[src/rtl/add3_sequencer_pkg.sv]
// add3_seq_pkg: shared state encoding and seven-segment codes for add3_sequencer.
// Segment codes are active-high, bit7 = decimal point (used as minus sign),
// bits[6:0] = gfedcba.
package add3_seq_pkg;

  typedef enum logic [1:0] {
    IDLE  = 2'd0,
    GOT_A = 2'd1,
    ADD   = 2'd2,
    SHOW  = 2'd3
  } state_t;

  localparam logic [7:0] SEG_BLANK = 8'h00;
  localparam logic [7:0] SEG_E     = 8'h79;
  localparam logic [7:0] SEG_NEG   = 8'h80;

  // Magnitude digits 0..4; a 3-bit signed value never exceeds |4|.
  localparam logic [7:0] SEG_DIG [0:4] = '{8'h3F, 8'h06, 8'h5B, 8'h4F, 8'h66};

endpackage

[src/rtl/add3_sequencer_if.sv]
// add3_sequencer_if: operand/step inputs and all observable outputs of the
// sequencer. The slave modport is the sequencer, master is whatever drives it.
//
// Handshake: there is no valid/ready pair. step is a raw asynchronous level;
// the sequencer synchronizes it and acts once per 0->1 transition. op_in is
// sampled only in the cycle that transition is recognized, so it must be held
// stable from the rising step until the state has advanced.
interface add3_sequencer_if #(
  parameter int NBITS    = 3,
  parameter int CNT_BITS = 4
);
  logic                step;
  logic [NBITS-1:0]    op_in;
  logic [NBITS-1:0]    op_a;
  logic [NBITS-1:0]    op_b;
  logic [NBITS-1:0]    result;
  logic                ovf;
  logic                busy;
  logic [1:0]          state_o;
  logic [CNT_BITS-1:0] op_count;
  logic [7:0]          seg;

  modport master (
    output step, op_in,
    input  op_a, op_b, result, ovf, busy, state_o, op_count, seg
  );

  modport slave (
    input  step, op_in,
    output op_a, op_b, result, ovf, busy, state_o, op_count, seg
  );
endinterface

[src/rtl/add3_sequencer_seg_signed_dec.sv]
// seg_signed_dec: combinational decode of an NBITS two's-complement value to
// one seven-segment digit. The DP (bit7) lights for negative values; an
// overflow flag overrides the digit with 'E'.
module seg_signed_dec
  import add3_seq_pkg::*;
#(
  parameter int NBITS = 3
) (
  input  logic [NBITS-1:0] value_i,
  input  logic             ovf_i,
  output logic [7:0]       seg_o
);

  logic             sign;
  logic [NBITS-1:0] mag;
  logic [7:0]       digit;

  // Sign/magnitude split and digit lookup; -4 negates to itself, which as an
  // unsigned magnitude is 4, exactly the digit we want.
  always_comb begin
    sign  = value_i[NBITS-1];
    mag   = sign ? -value_i : value_i;
    digit = SEG_BLANK;
    case (int'(mag))
      0:       digit = SEG_DIG[0];
      1:       digit = SEG_DIG[1];
      2:       digit = SEG_DIG[2];
      3:       digit = SEG_DIG[3];
      4:       digit = SEG_DIG[4];
      default: digit = SEG_BLANK;
    endcase
    if (ovf_i) seg_o = SEG_E;
    else       seg_o = digit | (sign ? SEG_NEG : SEG_BLANK);
  end

endmodule

[src/rtl/add3_sequencer.sv]
// add3_sequencer: latches operand A then B on successive step presses, adds
// them (with signed overflow), and shows the result on one seven-segment digit.
// Optional feature macro ADD3_ACC_CHAIN_EN: a step in SHOW without overflow
// reloads the result as operand A and waits for a new B (accumulate chain).
// SYNC_STAGES must be at least 2.
module add3_sequencer
  import add3_seq_pkg::*;
#(
  parameter int NBITS       = 3,
  parameter int SYNC_STAGES = 2,
  parameter int CNT_BITS    = 4
) (
  input  logic               clk_2,
  input  logic               reset,
  add3_sequencer_if.slave    bus
);

  localparam logic [CNT_BITS-1:0] CNT_MAX = '1;

  logic [SYNC_STAGES-1:0] sync_q;
  logic                   hist_q;
  logic                   step_p;

  state_t                 state_q, state_d;
  logic [NBITS-1:0]       op_a_q, op_a_d;
  logic [NBITS-1:0]       op_b_q, op_b_d;
  logic [NBITS-1:0]       result_q, result_d;
  logic                   ovf_q, ovf_d;
  logic                   busy_q, busy_d;
  logic [CNT_BITS-1:0]    count_q, count_d;
  logic [7:0]             seg_q, seg_d;

  logic [NBITS-1:0]       sum;
  logic [NBITS-1:0]       dec_val;
  logic                   dec_ovf;
  logic [7:0]             dec_seg;

  // Synchronize the raw step level and keep one history flop for edge detect.
  always_ff @(posedge clk_2 or posedge reset) begin
    if (reset) begin
      sync_q <= '0;
      hist_q <= 1'b0;
    end else begin
      sync_q <= {sync_q[SYNC_STAGES-2:0], bus.step};
      hist_q <= sync_q[SYNC_STAGES-1];
    end
  end

  assign step_p = sync_q[SYNC_STAGES-1] & ~hist_q;
  assign sum    = op_a_q + op_b_q;

  // Next-state and next-output logic; a pulse arriving during ADD is dropped.
  always_comb begin
    state_d  = state_q;
    op_a_d   = op_a_q;
    op_b_d   = op_b_q;
    result_d = result_q;
    ovf_d    = ovf_q;
    count_d  = count_q;
    case (state_q)
      IDLE: if (step_p) begin
        op_a_d  = bus.op_in;
        state_d = GOT_A;
      end
      GOT_A: if (step_p) begin
        op_b_d  = bus.op_in;
        state_d = ADD;
      end
      ADD: begin
        result_d = sum;
        ovf_d    = (op_a_q[NBITS-1] == op_b_q[NBITS-1]) &&
                   (sum[NBITS-1] != op_a_q[NBITS-1]);
        if (count_q != CNT_MAX) count_d = count_q + 1'b1;
        state_d  = SHOW;
      end
      SHOW: if (step_p) begin
`ifdef ADD3_ACC_CHAIN_EN
        if (!ovf_q) begin
          op_a_d  = result_q;
          state_d = GOT_A;
        end else begin
          state_d = IDLE;
        end
`else
        state_d = IDLE;
`endif
      end
      default: state_d = IDLE;
    endcase
    busy_d = (state_d == ADD);
  end

  // Display source follows the state being entered so seg is valid on entry.
  always_comb begin
    dec_val = (state_d == SHOW) ? result_d : op_a_d;
    dec_ovf = (state_d == SHOW) & ovf_d;
    seg_d   = (state_d == IDLE) ? SEG_BLANK : dec_seg;
  end

  seg_signed_dec #(.NBITS(NBITS)) u_dec (
    .value_i (dec_val),
    .ovf_i   (dec_ovf),
    .seg_o   (dec_seg)
  );

  // State and all registered outputs.
  always_ff @(posedge clk_2 or posedge reset) begin
    if (reset) begin
      state_q  <= IDLE;
      op_a_q   <= '0;
      op_b_q   <= '0;
      result_q <= '0;
      ovf_q    <= 1'b0;
      busy_q   <= 1'b0;
      count_q  <= '0;
      seg_q    <= SEG_BLANK;
    end else begin
      state_q  <= state_d;
      op_a_q   <= op_a_d;
      op_b_q   <= op_b_d;
      result_q <= result_d;
      ovf_q    <= ovf_d;
      busy_q   <= busy_d;
      count_q  <= count_d;
      seg_q    <= seg_d;
    end
  end

  assign bus.op_a     = op_a_q;
  assign bus.op_b     = op_b_q;
  assign bus.result   = result_q;
  assign bus.ovf      = ovf_q;
  assign bus.busy     = busy_q;
  assign bus.state_o  = state_q;
  assign bus.op_count = count_q;
  assign bus.seg      = seg_q;

endmodule

[src/flat_wrapper.sv]
// flat-port wrapper written by rule: the top's interface ports become plain ports
module add3_sequencer_flat import add3_seq_pkg::*;
#(
  parameter int NBITS       = 3,
  parameter int SYNC_STAGES = 2,
  parameter int CNT_BITS    = 4
)
  (clk_2, reset, bus_step, bus_op_in, bus_op_a, bus_op_b, bus_result, bus_ovf, bus_busy, bus_state_o, bus_op_count, bus_seg);
  add3_sequencer_if #(.NBITS(NBITS), .CNT_BITS(CNT_BITS)) bus_i ();
  input  logic clk_2;
  input  logic reset;
  input wire logic [$bits(bus_i.step)-1:0] bus_step;
  input wire logic [$bits(bus_i.op_in)-1:0] bus_op_in;
  output wire logic [$bits(bus_i.op_a)-1:0] bus_op_a;
  output wire logic [$bits(bus_i.op_b)-1:0] bus_op_b;
  output wire logic [$bits(bus_i.result)-1:0] bus_result;
  output wire logic [$bits(bus_i.ovf)-1:0] bus_ovf;
  output wire logic [$bits(bus_i.busy)-1:0] bus_busy;
  output wire logic [$bits(bus_i.state_o)-1:0] bus_state_o;
  output wire logic [$bits(bus_i.op_count)-1:0] bus_op_count;
  output wire logic [$bits(bus_i.seg)-1:0] bus_seg;
  assign bus_i.step = bus_step;
  assign bus_i.op_in = bus_op_in;
  assign bus_op_a = bus_i.op_a;
  assign bus_op_b = bus_i.op_b;
  assign bus_result = bus_i.result;
  assign bus_ovf = bus_i.ovf;
  assign bus_busy = bus_i.busy;
  assign bus_state_o = bus_i.state_o;
  assign bus_op_count = bus_i.op_count;
  assign bus_seg = bus_i.seg;
  add3_sequencer #(.NBITS(NBITS), .SYNC_STAGES(SYNC_STAGES), .CNT_BITS(CNT_BITS)) u_core (.clk_2(clk_2), .reset(reset), .bus(bus_i));
endmodule
[config.mk]
export PLATFORM = sky130hd
export DESIGN_NAME = add3_sequencer_flat
export DESIGN_NICKNAME = d
export VERILOG_FILES = /design/src/rtl/add3_sequencer_pkg.sv /design/src/rtl/add3_sequencer_if.sv /design/src/rtl/add3_sequencer_seg_signed_dec.sv /design/src/rtl/add3_sequencer.sv /design/src/flat_wrapper.sv
export SDC_FILE = /design/constraint.sdc
export NUM_CORES = 1
export LEC_CHECK = 0
export BUFFER_PORTS_ARGS = -buffer_cell sky130_fd_sc_hd__clkbuf_2
export CAP_MARGIN = 20
export CORE_UTILIZATION = 38
export CTS_BUF_LIST = sky130_fd_sc_hd__clkbuf_4
export CTS_CLUSTER_SIZE = 16
export DETAILED_ROUTE_END_ITERATION = 8
export GPL_TIMING_DRIVEN = 0
export PLACE_DENSITY = 0.57
export SYNTH_ARGS = -nofsm -noshare
export SYNTH_HDL_FRONTEND = slang
export SYNTH_SLANG_ARGS = --single-unit
[constraint.sdc]
create_clock -name clk_2 -period 3.3 [get_ports clk_2]
set_input_delay 0.165 -clock clk_2 [delete_from_list [all_inputs] [get_ports clk_2]]
set_output_delay 0.165 -clock clk_2 [all_outputs]
set_load 0.005 [all_outputs]
---- Word level (Yosys, flattened, before mapping) ----
Cells that the tools add are included.
word-level totals
  flip-flop bits (word level) ............. 28
  output and inout port bits .............. 25
  word-level logic and storage cells ...... 49
cells by class
  $add $sub $neg .......................... 3
  equality and inequality tests ........... 12
  multiplexer cells ....................... 14
  bitwise gates (word level) .............. 4
  reduce and logical (&&, ||, !) cells .... 6
operator list
  kind                 count
  $pmux 7 s5           1
  $mux 8               3
  $mux 3               5
  $eq 2x2->1 const B   4
  $or 8x8->8           1
  $pmux 2 s4           1
  $eq 3x2->1 const B   2
  $mux 2               3
  $add 4x1->4 const B  1
  $logic_not 2->1      2
  $ne 4x4->1 const B   1
  $reduce_and 2->1     2
  $add 3x3->3          1
  $eq 3x1->1 const B   1
  $eq 3x3->1 const B   1
  $logic_not 3->1      1
  $neg 3->3            1
  $and 1x1->1          2
  $eq 2x1->1 const B   1
  $eq 1x1->1           1
  $logic_and 1x1->1    1
  $mux 1               1
  $ne 1x1->1           1
  $not 1->1            1

---- Logic depth before layout (Yosys ltp) ----
Gate-level depths: netlist of the first run.
  word-level depth ........................ 13
  depth in mapped cells ................... 10
  gate-level depth less buffers ........... 9

---- Cells and area by module ----
A second synthesis of the first run with hierarchy kept.
second synthesis, totals
  cells, all modules ...................... 131
  area, all modules ....................... 1478.9 um^2
modules (own cells, without submodules)
  module          instances  cells an instance  area each (um^2)  sequential area each (um^2)
  add3_sequencer  1          112                1335.0            700.7
  seg_signed_dec  1          19                 143.9             0.0

---- Worst setup path after synthesis of the first run ----
OpenSTA, ideal clock, no wires.
  kind .................................... reg-to-reg
  start point ............................. reg u_core.op_a_q[0] (netlist: u_core.bus.op_a[0])
  end point ............................... reg u_core.seg_q[6] (netlist: u_core.bus.seg[6])
  library setup time ...................... 0.082 ns
  arrival ................................. 2.298 ns
  path slack .............................. 0.920 ns
  cell stages (with the launch flop) ...... 10
  buffers on the path ..................... 0
  cell sequence ........................... dfrtp_1 -> ha_1 -> fa_1 -> mux2_2 -> o21ai_0 -> ha_1 -> o221ai_1 -> nor2_1 -> nand2_1 -> a31oi_1
on the way
  longest elaborated chain between the ends .. 10
RTL lines
  what                                RTL line                             RTL
  start: declaration                  add3_sequencer.sv:25                 logic [NBITS-1:0] op_a_q, op_a_d;
  start signal: assignment            add3_sequencer.sv:119                op_a_q <= op_a_d;
  $add 3x3->3 (*)                     add3_sequencer.sv:50                 assign sum = op_a_q + op_b_q;
  $mux 3 (*)                          add3_sequencer.sv:60                 case (state_q)
  via u_core.result_d[1]              add3_sequencer.sv:27                 logic [NBITS-1:0] result_q, result_d;
  $mux 3 (*)                          add3_sequencer.sv:95                 dec_val = (state_d == SHOW) ? result_d : op_a_d;
  $neg 3->3                           add3_sequencer_seg_signed_dec.sv:22  mag = sign ? -value_i : value_i;
  $mux 3 (*)                          add3_sequencer_seg_signed_dec.sv:22
  $eq 3x3->1 (tied with other cells)  add3_sequencer_seg_signed_dec.sv:24  case (int'(mag))
  $pmux 7 s5 (*)                      add3_sequencer_seg_signed_dec.sv:24
  $or 8x8->8 (*)                      add3_sequencer_seg_signed_dec.sv:33  else seg_o = digit | (sign ? SEG_NEG : SEG_BLANK);
  $mux 8 (*)                          add3_sequencer_seg_signed_dec.sv:32  if (ovf_i) seg_o = SEG_E;
  $mux 8 (*)                          add3_sequencer.sv:97                 seg_d = (state_d == IDLE) ? SEG_BLANK : dec_seg;
  via u_core.seg_d[6]                 add3_sequencer.sv:31                 logic [7:0] seg_q, seg_d;
  end signal: assignment              add3_sequencer.sv:125                seg_q <= seg_d;
  end: declaration                    add3_sequencer.sv:31
Mark *: on every way through the listed nets, which the timed path passes. The rest lies on a longest branch.
A chain may end at the register's enable or synchronous reset.

---- Worst setup path in the final report of the first run ----
Ends and elaborated chain as after synthesis.

==> impl_metrics.json, run 1 <==
{
  "path_delay_family": "adder cells",
  "end_kind": "register",
  "numPortBuffers": 30,
  "fill_cells": 348,
  "switching_power_uw": 692,
  "clkLatencyLatePin_ns": 0.34,
  "syn_area_sq_um": 1410,
  "maxCapViolCount": 0,
  "grt_max_degree": 28,
  "slew_headroom_pct": 68.0,
  "synth_top_area_cell": "dfrtp_1",
  "synth_edf_count": 0,
  "ys_ff_latch": 27,
  "wl_per_cell_um": 13.7,
  "period_needed_ns": 2.72,
  "seq_area_frac_synth_pct": 47.9,
  "async_reset_ff_share_pct": 100,
  "dieArea_sq_um": 3960,
  "placed_cells": 202,
  "regArea_sq_um": 676,
  "layout.nets": 176,
  "finalInstanceArea_sq_um": 1690,
  "vias": 1088,
  "fin_cells": 209,
  "status": "complete, no violations",
  "viasPerCell": 5.21,
  "synth_area_per_cell_sq_um": 11.2,
  "grtUsageTotal_pct": 15.7,
  "p_leak_uw": 0.000812,
  "synth_cells": 126,
  "grt_pass1_vias": 1046,
  "drc": 0,
  "ys_top_cells_by_area": "dfrtp_1 (48%), mux2_2 (5.6%), ha_1 (4.4%), nor2_1 (3.7%), a21oi_1 (2.5%)",
  "reg2reg_from": "u_core.bus.op_a[0]",
  "ant_nets": 0,
  "startpoint": "u_core.bus.op_a[0]",
  "cpPeakStageDelay_ns": 0.46,
  "max_freq_ghz": 0.368,
  "crit_path_frequent_cell": "ha_1",
  "slew_viol_final": 0,
  "criticalPathCategory": "register to register",
  "multi_input_area_sq_um": 686,
  "placed_cell_area_sq_um": 1620,
  "grt_pass1_wl_um": 4840,
  "synth_nets": 138,
  "powerDensity_nw_per_um2": 980,
  "cts_htree_levels": 1,
  "antenna_cells": 0,
  "ir_drop_mv": 0.302,
  "cts_setup_buffers": 0,
  "drive_gt1_share_pct": 35.0,
  "synth_top_area_share_pct": 47.9,
  "wl_um": 2860,
  "drt_iter0_drc": 24,
  "worst_hold_slack_ns": 0.0904,
  "start_util_pct": 41.0,
  "cp-start-kind": "register",
  "synth_cell_types": 42,
  "swShare_pct": 41.7,
  "worstPathArrival_ns": 2.98,
  "hpwl_um": 2130,
  "synthFlopType": "dfrtp_1",
  "combPwrFrac_pct": 54.5,
  "areaGrowthSynthToFinish_pct": 20.1,
  "core_area_sq_um": 3440,
  "pwr-share-clk_pct": 8.9,
  "cts.sinks": 27,
  "ctsResizeCount": 0,
  "min_from": "bus_op_in[2]",
  "setup_violations": 0,
  "cp_slowest_cell": "dfrtp_1",
  "row_count": 21,
  "drtPass1Iterations": 4,
  "worstMarginPinSlew_ns": 0.477,
  "pwr-share-seq_pct": 36.6,
  "crit_buf_inv": 0,
  "gp_congestion": 0.783,
  "clk_pin_slew_ns": 0.14,
  "grt_antenna_before_repair": 0,
  "io_pins": 31,
  "die_height_um": 62.9,
  "dieWidth_um": 62.9,
  "clk_path_buf_depth": 2,
  "fin_crit_sh_pct": 82.4,
  "finalClockSkew_ns": 0.00197,
  "path_cells": "ha_1, fa_1, mux2_2, o21ai_0, ha_1, o221ai_1, nor2_1, nand2_1, a31oi_1",
  "yosys_warnings": 0,
  "rsz0062_at_grt": "false",
  "hp-class": "input port to register",
  "cp_data_required_time_ns": 3.57,
  "postCtsHoldBufs": 1,
  "intPower_uw": 967,
  "cts_made_buffers": 3,
  "cts_root_buf": "clkbuf_4",
  "finalHoldViolCount": 0,
  "grt.overflow.total": 0,
  "cts_tree": "built",
  "setup_tns_ns": 0,
  "crit_path_max_fanout": 6
}
state kept, by name (all words and copies together), names as in the netlist, 2 cells and up:
| signal | cells |
|---|---|
| u_core.sync_q | 2 |
| u_core.bus.seg | 7 |
| u_core.bus.result | 3 |
| u_core.bus.state_o | 2 |
| u_core.bus.op_b | 3 |
| u_core.bus.op_a | 3 |
| u_core.bus.op_count | 4 |
cells by family after synthesis:
family          share of synthesized area [%]
buf+inv                                  3.46
simple gates                             20.4
xor+xnor                                 2.22
fa+ha+maj                                5.86
flops                                    47.9
compound gates                           13.8
mux                                      6.30
per-stage QoR:
stage,worst slack [ns],util [%],total power [uW]
after floorplan,0.920,-,1220
after global placement,0.620,47.0,1500
after detailed placement,0.621,47.0,1530
after CTS,0.560,48.1,1680
after global routing,0.306,49.2,1820
final,0.581,49.2,1660
placed cells by master, fill, tap and decap left out, types with 2 or more instances in the layout:
master	n
nand2_1	7
nand2b_1	2
nand3b_1	2
nor3_1	2
a21oi_1	7
ha_1	5
dlygate4sd3_1	2
nor2_2	2
clkbuf_2	30
o21ai_1	3
dfrtp_1	27
clkbuf_4	3
nor3b_1	2
inv_1	6
a221oi_2	2
nor2b_1	3
nor2_1	14
nor4b_1	2
a21o_1	2
o21ai_0	5
buf_4	2
a31oi_1	2
mux2_2	7
synth_stat cells (all sizes together), types with 2 or more instances:
master and n:
a211oi 2, nor3 3, a31oi 2, nor3b 3, a21oi 7, or2 2
ha 5, mux2 7, dfrtp 27, a21o 2, o21ai 9, nor2b 3
nor2 16, nand2 7, nor4b 3, inv 6, buf 3, nand3b 2
nand2b 3, a221oi 2
worst reg2reg max path: stages, from the launching register on:
cell and delay (ns):
dfrtp_1 0.46, ha_1 0.23, fa_1 0.44, mux2_2 0.32, o21ai_0 0.34, ha_1 0.25, o221ai_1 0.12, nor2_1 0.23
nand2_1 0.08, a31oi_1 0.18
power by group through the flow:
stage	Combinational, uW	Clock [uW]	Sequential [uW]
after floorplan	613	0	610
after global placement	891	0	605
after detailed placement	905	0	622
after CTS	912	153	612
after global routing	1020	168	634
final	905	147	608
area by class of cell:
type | count | area share [%]
Multi-Input combinational cell | 90 | 40.5
Sequential cell | 27 | 39.9
Tap cell | 46 | 3.40
Clock inverter | 1 | 0.296
Timing Repair Buffer | 33 | 11.7
Buffer | 3 | 1.55
Clock buffer | 3 | 1.33
Inverter | 6 | 1.33
metal layers:
metal  track usage (%)  part of all wire (%)  up-vias
met4              7.85                   1.8        0
met5                 0                     0        -
met3              2.37                   3.9        6
li1                  -                     -      525
met1              19.1                    46      528
met2              26.9                    48       29
path summary, 6_finish.rpt:
path | to | cells after the start | slack (ns)
worst min register to register | u_core.sync_q[1] | 0 | 0.37
worst min-delay path | u_core.bus.op_a[2] | 3 | 0.09
min in group asynchronous | u_core.bus.seg[5] | 3 | 0.25
max in group asynchronous | u_core.bus.op_a[1] | 4 | 2.68
worst max register to register | u_core.bus.seg[6] | 9 | 0.58
worst max-delay path | u_core.bus.seg[6] | 9 | 0.58
Note: power is estimated with default switching activity, not from simulation.
==> inputs of run 2 (changes only) <==
==> constraint.sdc (replaced) <==
create_clock -name clk_2 -period 2.55 [get_ports clk_2]
set_input_delay 0.1275 -clock clk_2 [delete_from_list [all_inputs] [get_ports clk_2]]
set_output_delay 0.1275 -clock clk_2 [all_outputs]
set_load 0.005 [all_outputs]
==> impl_metrics.json, run 2 (synthesized netlist as in run 1, its figures left out) <==
{
  "final_cell_mix": "clkbuf_2 (30), dfrtp_1 (26), nor2_1 (13), nand2_1 (7), a21oi_1 (7)",
  "setup_tns_ns": 0,
  "grt.overflow.total": 0,
  "viasPerCell": 5.23,
  "ant_nets": 0,
  "layout.nets": 177,
  "setup_violations": 0,
  "wl_per_cell_um": 13.7,
  "vias": 1098,
  "fin_cells": 210,
  "finalInstanceArea_sq_um": 1740,
  "switching_power_uw": 941,
  "status": "complete, no violations",
  "dieWidth_um": 62.9,
  "grt_pass1_vias": 1051,
  "period_needed_ns": 2.41,
  "min_from": "bus_op_in[2]",
  "numPortBuffers": 30,
  "end_kind": "register",
  "largest_reg_flops": 7,
  "reg2reg_from": "u_core.bus.op_a[0]",
  "cts_made_buffers": 3,
  "grt_pass1_wl_um": 4860,
  "crit_path_max_fanout": 6,
  "hpwl_um": 2130,
  "clk_pin_slew_ns": 0.14,
  "grt_max_degree": 28,
  "drc": 0,
  "placed_cell_area_sq_um": 1620,
  "swShare_pct": 41.8,
  "hp-class": "input port to register",
  "row_count": 21,
  "io_pins": 31,
  "pre_cts_slack_ns": -0.129,
  "cp_data_required_time_ns": 2.78,
  "ir_drop_mv": 0.400,
  "gp_congestion": 0.783,
  "finalHoldViolCount": 0,
  "cts_tree": "built",
  "slew_viol_final": 0,
  "worst_hold_slack_ns": 0.0607,
  "die_height_um": 62.9,
  "cts_root_buf": "clkbuf_4",
  "ff2ff_path_depth": 9,
  "wl_um": 2880,
  "p_leak_uw": 0.000824,
  "maxCapViolCount": 0,
  "drt_iter0_drc": 25,
  "drive_gt1_share_pct": 39.0,
  "cts.sinks": 27,
  "grtUsageTotal_pct": 15.8,
  "holdPathEnd": "u_core.bus.op_a[2]",
  "cts_htree_levels": 1,
  "worstMarginPinSlew_ns": 0.480,
  "placed_cells": 202,
  "criticalPathCategory": "register to register",
  "core_area_sq_um": 3440,
  "pwr-share-clk_pct": 8.4,
  "reg2reg_slack_ns": 0.14,
  "finalClockSkew_ns": 0.00106,
  "worstPathArrival_ns": 2.64,
  "reg2reg_to": "u_core.bus.seg[3]",
  "intPower_uw": 1310,
  "clk_path_buf_depth": 2,
  "powerDensity_nw_per_um2": 1290,
  "mostFrequentLayoutCell": "clkbuf_2",
  "max_freq_ghz": 0.414,
  "combPwrFrac_pct": 56.6,
  "start_util_pct": 41.0,
  "pwr-share-seq_pct": 35.1,
  "areaGrowthSynthToFinish_pct": 23.3,
  "fin_crit_sh_pct": 94.6,
  "setup_ws_ns": 0.137,
  "dieArea_sq_um": 3960,
  "whs_path_depth": 3,
  "clkLatencyLatePin_ns": 0.33,
  "antenna_cells": 0,
  "drtPass1Iterations": 4,
  "grt_antenna_before_repair": 0,
  "slew_headroom_pct": 67.9,
  "cp-start-kind": "register"
}
==> run 2: final cells by class <==
type                       instances  area (sq um)
sequential                        27           677
inverter                           6          22.5
tap                               46          57.6
timing repair buffer              34           205
buffer                             3          26.3
clock buffer                       3          22.5
fill                             336          1700
multi-input combinational         90           723
clock inverter                     1          5.00
==> run 2: worst max-delay path by stage <==
stage	startpoint	end	slack (ns)
5_1_grt	u_core.bus.op_a[0]	u_core.bus.seg[6]	-0.006
3_5_place_dp	u_core.bus.op_a[0]	u_core.bus.seg[6]	-0.13
6_report	u_core.bus.op_a[0]	u_core.bus.seg[3]	0.14
3_3_place_gp	u_core.bus.op_a[0]	u_core.bus.seg[6]	-0.13
4_1_cts	u_core.bus.op_a[0]	u_core.bus.seg[6]	0.05
2_1_floorplan	u_core.bus.op_a[0]	u_core.bus.seg[6]	0.17
==> run 2: power groups by stage <==
stage               clock (uW)  combinational, uW  sequential [uW]
CTS                        198               1200              792
finish                     188               1270              789
global placement             0               1150              784
floorplan                    0                793              790
global route               218               1410              823
detailed placement           0               1170              804
==> run 2: per-layer routing <==
metal  vias to the layer above  wire [um]  track usage [%]
met4                         0         41             7.85
met1                       533       1290             19.1
li1                        530          -                -
met3                         4        108             2.37
met2                        31       1430             27.2
met5                         -          0                0
==> run 2: timing repair <==
item,CTS,global route
hold endpoints to repair,1,27
pin swaps,0,2
buffers inserted,0,1
setup endpoints to repair,4,4
hold buffers,1,1
resized for setup,3,7
==> run 2: critical path: stages, from the launching register on <==
cell      delay, ns
dfrtp_2        0.46
ha_1           0.22
fa_1           0.45
mux2_4         0.32
o21ai_4        0.19
ha_4           0.16
o221ai_1       0.14
nor2_2         0.18
buf_4          0.13
a221oi_2       0.05
==> run 2: metrics by stage <==
step | total power [uW] | utilization, %
3_5_place_dp | 1980 | 47.0
6_report | 2250 | 50.5
4_1_cts | 2190 | 48.3
2_1_floorplan | 1580 | -
5_1_grt | 2450 | 50.5
3_3_place_gp | 1940 | 47.0
